===== config.mk =====
export PLATFORM = sky130hd
export DESIGN_NAME = input_conditioner
export DESIGN_NICKNAME = d
export VERILOG_FILES = /design/src/rtl/input_conditioner.sv
export SDC_FILE = /design/constraint.sdc
export NUM_CORES = 1
export LEC_CHECK = 0
export ABC_AREA = 1
export CELL_PAD_IN_SITES_DETAIL_PLACEMENT = 1
export CELL_PAD_IN_SITES_GLOBAL_PLACEMENT = 2
export CORE_AREA = 2 2 39 41
export DETAILED_ROUTE_END_ITERATION = 8
export DIE_AREA = 0 0 41 43
export GPL_TIMING_DRIVEN = 0
export HOLD_SLACK_MARGIN = 0.1
export PLACE_DENSITY_LB_ADDON = 0.1
export SYNTH_ARGS = -nofsm -noshare
export SYNTH_HDL_FRONTEND = slang
export SYNTH_SLANG_ARGS = --single-unit

===== constraint.sdc =====
create_clock -name clk -period 2.53 [get_ports clk]
set_clock_uncertainty 0.15 [all_clocks]
set_input_delay 0.6325 -clock clk [delete_from_list [all_inputs] [get_ports clk]]
set_output_delay 0.6325 -clock clk [all_outputs]
set_load 0.01 [all_outputs]

===== src/rtl/input_conditioner.sv =====
// input_conditioner: brings asynchronous mechanical inputs (sensors, motor
// phases, strobes) into the clk domain, one independent channel per bit.
// Each channel goes through an STAGES-deep synchroniser, then a debounce
// filter that only accepts a new level after it has held for FILTER_CYCLES
// cycles. A registered one-cycle rise/fall pulse marks each accepted change.
// Latency: a clean step on d_in reaches d_out after STAGES+FILTER_CYCLES
// rising edges of clk.
//
// Ports:
//   clk     rising-edge clock for all state
//   reset   asynchronous, active-high; loads RESET_VALUE and clears the pulses
//   d_in    raw asynchronous inputs
//   d_sync  last synchroniser stage (unfiltered, registered)
//   d_out   debounced level (registered)
//   rise    one-cycle pulse, asserted in the cycle d_out[i] changes 0->1
//   fall    one-cycle pulse, asserted in the cycle d_out[i] changes 1->0
module input_conditioner #(
  parameter int               WIDTH         = 1,
  parameter int               STAGES        = 2,
  parameter int               FILTER_CYCLES = 4,
  parameter logic [WIDTH-1:0] RESET_VALUE   = '0
) (
  input  logic             clk,
  input  logic             reset,
  input  logic [WIDTH-1:0] d_in,
  output logic [WIDTH-1:0] d_sync,
  output logic [WIDTH-1:0] d_out,
  output logic [WIDTH-1:0] rise,
  output logic [WIDTH-1:0] fall
);

  // Reject illegal configurations when the design is elaborated.
  if (WIDTH < 1) begin : g_bad_width
    $error("input_conditioner: WIDTH must be >= 1");
  end
  if (STAGES < 2) begin : g_bad_stages
    $error("input_conditioner: STAGES must be >= 2");
  end
  if (FILTER_CYCLES < 1) begin : g_bad_filter
    $error("input_conditioner: FILTER_CYCLES must be >= 1");
  end

  localparam int             CW      = $clog2(FILTER_CYCLES + 1);
  localparam logic [CW-1:0]  CNT_MAX = CW'(FILTER_CYCLES - 1);

  // Synchroniser chain. The reset value is loaded into every stage, so
  // d_sync agrees with d_out immediately after reset.
  logic [WIDTH-1:0] sync_q [STAGES];

  always_ff @(posedge clk or posedge reset) begin
    if (reset) begin
      for (int k = 0; k < STAGES; k++) begin
        sync_q[k] <= RESET_VALUE;
      end
    end else begin
      sync_q[0] <= d_in;
      for (int k = 1; k < STAGES; k++) begin
        sync_q[k] <= sync_q[k-1];
      end
    end
  end

  assign d_sync = sync_q[STAGES-1];

  // Debounce filter, one per channel. A channel is STABLE when d_sync equals
  // d_out and PENDING when they differ. The counter records how many
  // consecutive cycles the channel has been PENDING.
  logic [CW-1:0]    cnt_q [WIDTH];
  logic [CW-1:0]    cnt_d [WIDTH];
  logic [WIDTH-1:0] out_q,  out_d;
  logic [WIDTH-1:0] rise_q, rise_d;
  logic [WIDTH-1:0] fall_q, fall_d;

  always_comb begin
    out_d  = out_q;
    rise_d = '0;
    fall_d = '0;
    for (int i = 0; i < WIDTH; i++) begin
      // Clearing the counter in STABLE means that an interrupted pending
      // run starts again from zero the next time the input changes.
      cnt_d[i] = '0;
      if (d_sync[i] != out_q[i]) begin
        if (cnt_q[i] == CNT_MAX) begin
          // The new level has held long enough: accept it. The counter goes
          // back to zero, so it never passes CNT_MAX.
          out_d[i]  = d_sync[i];
          rise_d[i] = d_sync[i];
          fall_d[i] = ~d_sync[i];
        end else begin
          cnt_d[i] = cnt_q[i] + CW'(1);
        end
      end
    end
  end

  always_ff @(posedge clk or posedge reset) begin
    if (reset) begin
      out_q  <= RESET_VALUE;
      rise_q <= '0;
      fall_q <= '0;
      for (int i = 0; i < WIDTH; i++) begin
        cnt_q[i] <= '0;
      end
    end else begin
      out_q  <= out_d;
      rise_q <= rise_d;
      fall_q <= fall_d;
      for (int i = 0; i < WIDTH; i++) begin
        cnt_q[i] <= cnt_d[i];
      end
    end
  end

  assign d_out = out_q;
  assign rise  = rise_q;
  assign fall  = fall_q;

endmodule


==> results.sh <==
export IMPL_number_of_different_library_cells_in_the_post_synthesis_netlist=8
export IMPL_rows=14
export IMPL_synth_fp_nets=34
export IMPL_grt_start_max_net_pins=9
export IMPL_post_place_cells=52
export IMPL_critical_path_max_fanout=5
export IMPL_finalSetupTns_ns=0
export IMPL_postSynthRegisterBits=8
export IMPL_hold_viol_final=0
export IMPL_globalRoute_totalOverflow=0
export IMPL_slew_viol_final=0
export IMPL_yosys_top_cells_count="sky130_fd_sc_hd__dfrtp_1, sky130_fd_sc_hd__nand2_1, sky130_fd_sc_hd__inv_1"
export IMPL_grt_first_pass_wirelength_um=890
export IMPL_drtIter0Drc=0
export IMPL_die_width_um=41
export IMPL_post_synth_inst_count=30
export IMPL_synth_yosys_seq_area_share=0.675
export IMPL_crit_path_end_kind="output port"
export IMPL_p_per_area_nw_per_um2=892
export IMPL_antenna_cells=0
export IMPL_initial_antenna_violation_count=0
export IMPL_drt_first_pass_iters=1
export IMPL_layout_min_cycle_time_ns=1.99
export IMPL_combined_buffer_and_inverter_count_along_the_critical_path=1
export IMPL_track_usage=0.0864
export IMPL_netlist_top_cells_area="sky130_fd_sc_hd__dfrtp_1, sky130_fd_sc_hd__nand2_1, sky130_fd_sc_hd__inv_1"
export IMPL_peakVddDrop_uv=305
export IMPL_nets=45
export IMPL_timing_hold_worst_class="reg2reg"
export IMPL_portBuffers=6
export IMPL_relSlewSlack=0.802
export IMPL_cts_tree="done"
export IMPL_max_clock_freq_mhz=502
export IMPL_clock_slew_at_the_register_clock_pins_of_the_worst_setup_and_hold_paths_ns=0.05
export IMPL_static_leakage_power_nw=0.201
export IMPL_synth_top_area_frac=0.675
export IMPL_htree_num_levels=1
export IMPL_cts_buffers_inserted=3
export IMPL_path_class="reg2out"
export IMPL_synth_area_um2=297
export IMPL_via_per_inst=3.80
export IMPL_dp_final_hpwl_um=432
export IMPL_die_height_um=43
export IMPL_crit_path_start_kind="register"
export IMPL_cts_path_max_buffers=2
export IMPL_cp_slowest_stage_delay_ns=0.56
export IMPL_timing_worst_slew_pin_value_ns=0.297
export IMPL_initial_util=0.214
export IMPL_worst_path_dominant_cell_family="buffers and inverters"
export IMPL_cts_hold_buffers=0
export IMPL_path_cells="clkdlybuf4s50_1"
export IMPL_worstPathRequired_ns=1.75
export IMPL_cts_repair_resize_count=0
export IMPL_fp_dieArea_um2=1760
export IMPL_gp_routability_congestion=0.655
export IMPL_core_area_um2=1380
export IMPL_design_power_total_mw=0.356
export IMPL_drc=0
export IMPL_drt_total_wl_um=534
export IMPL_cap_violations=0
export IMPL_number_of_non_filler_instances_in_the_completed_layout=55
export IMPL_cts_post_setup_buffers_inserted=0
export IMPL_ys_async_sr_fraction=1.00
export IMPL_routedWlPerCell_um=9.71
export IMPL_route_vias_total=209
export IMPL_fillers=163
export IMPL_synth_ff_type="sky130_fd_sc_hd__dfrtp_1"
export IMPL_synth_edf_count=0
export IMPL_num_io_pins=7
export IMPL_status="completed"
export IMPL_cts_root_buffer_cell="sky130_fd_sc_hd__clkbuf_4"
export IMPL_worst_endpoint_arrival_ns=1.21
export IMPL_grt_setup_unrepaired="no"
export IMPL_synth_yosys_warnings=0
export IMPL_antenna_violating_nets_post_route=0
export IMPL_postSynthAreaPerCell_um2=9.88
export IMPL_cpMaxStageDelayCell="sky130_fd_sc_hd__clkdlybuf4s50_1"
export IMPL_clock_latency_ns=0.25
export IMPL_final_design_utilization=0.288
export IMPL_drive_above_1_share=0.103
export IMPL_grt_pass1_vias=197
export IMPL_syn2layout_area_growth_pct=34.6
export IMPL_setup_viol=0
export IMPL_final_min_period_over_clock_period=0.787
export IMPL_clkSinkCount=8
export IMPL_yosysTopAreaCell="sky130_fd_sc_hd__dfrtp_1"
## logic make-up after synthesis
family | after synthesis | synth area share
adders and majority gates | 1 | 0.0422
buffers and inverters | 6 | 0.0759
DFF | 8 | 0.675
and+or+nand+nor | 15 | 0.207
## registers in the layout, indices dropped and copies added, names as in the netlist
signal	flops
cnt_q	3
d_out	1
d_sync	1
fall	1
rise	1
sync_q	1
## path summary, 6_finish.rpt
check	endpoint	cells after the start	slack, ns	start
setup / recovery	d_sync	1	0.54	d_sync$_DFF_PP0_
hold reg to reg	d_sync$_DFF_PP0_	0	0.20	sync_q[1]$_DFF_PP0_
setup reg to reg	cnt_q[0]$_DFF_PP0_	4	1.38	cnt_q[0]$_DFF_PP0_
max in group asynchronous	fall$_DFF_PP0_	2	1.53	reset
min in group asynchronous	cnt_q[1]$_DFF_PP0_	2	0.47	reset
hold / removal	d_sync$_DFF_PP0_	0	0.20	sync_q[1]$_DFF_PP0_
## metal layers
layer,track usage,up-vias,wire [um]
li1,-,106,-
met1,0.0903,98,214
met2,0.116,5,287
met3,0.0471,0,32
met4,0.0800,0,0
met5,0,-,0
## worst register-to-register path: cells and delay by family, from the launching register on
family / cells / cell delay (ns)
flops: 1 / 0.39
simple gates: 3 / 0.32
fa+ha+maj: 1 / 0.24
## cell usage in the layout, fill, tap and decap left out
| master | count |
|---|---|
| sky130_fd_sc_hd__clkdlybuf4s50_1 | 6 |
| sky130_fd_sc_hd__nand3_1 | 1 |
| sky130_fd_sc_hd__nand2_1 | 8 |
| sky130_fd_sc_hd__inv_1 | 6 |
| sky130_fd_sc_hd__nor3_1 | 1 |
| sky130_fd_sc_hd__nor2_1 | 4 |
| sky130_fd_sc_hd__clkbuf_4 | 3 |
| sky130_fd_sc_hd__nand2_2 | 1 |
| sky130_fd_sc_hd__dfrtp_1 | 8 |
| sky130_fd_sc_hd__ha_1 | 1 |
## power by group
part	leakage (nW)	switching, mW	internal (mW)
Sequential	0.103	0.0152	0.152
Clock	0.0138	0.0407	0.0541
Combinational	0.0841	0.0512	0.0431
Total	0.201	0.107	0.249
## metrics by stage
| stage | setup WS [ns] | hold slack (ns) | area (um2) |
|---|---|---|---|
| 5_1_grt | 0.473 | 0.226 | 399 |
| 2_1_floorplan | 1.34 | 0.181 | 297 |
| 3_3_place_gp | 0.795 | 0.188 | 377 |
| 3_5_place_dp | 0.794 | 0.194 | 377 |
| 6_report | 0.538 | 0.203 | 399 |
| 4_1_cts | 0.513 | 0.206 | 399 |
## cell type report
class,instances,area (um2),share of cell area
Sequential cell,8,200,0.502
Timing Repair Buffer,6,60.1,0.150
Tap cell,16,20.0,0.0502
Clock buffer,3,22.5,0.0564
Inverter,6,22.5,0.0564
Multi-Input combinational cell,16,73.8,0.185
Note: power is estimated with default switching activity, not from simulation.
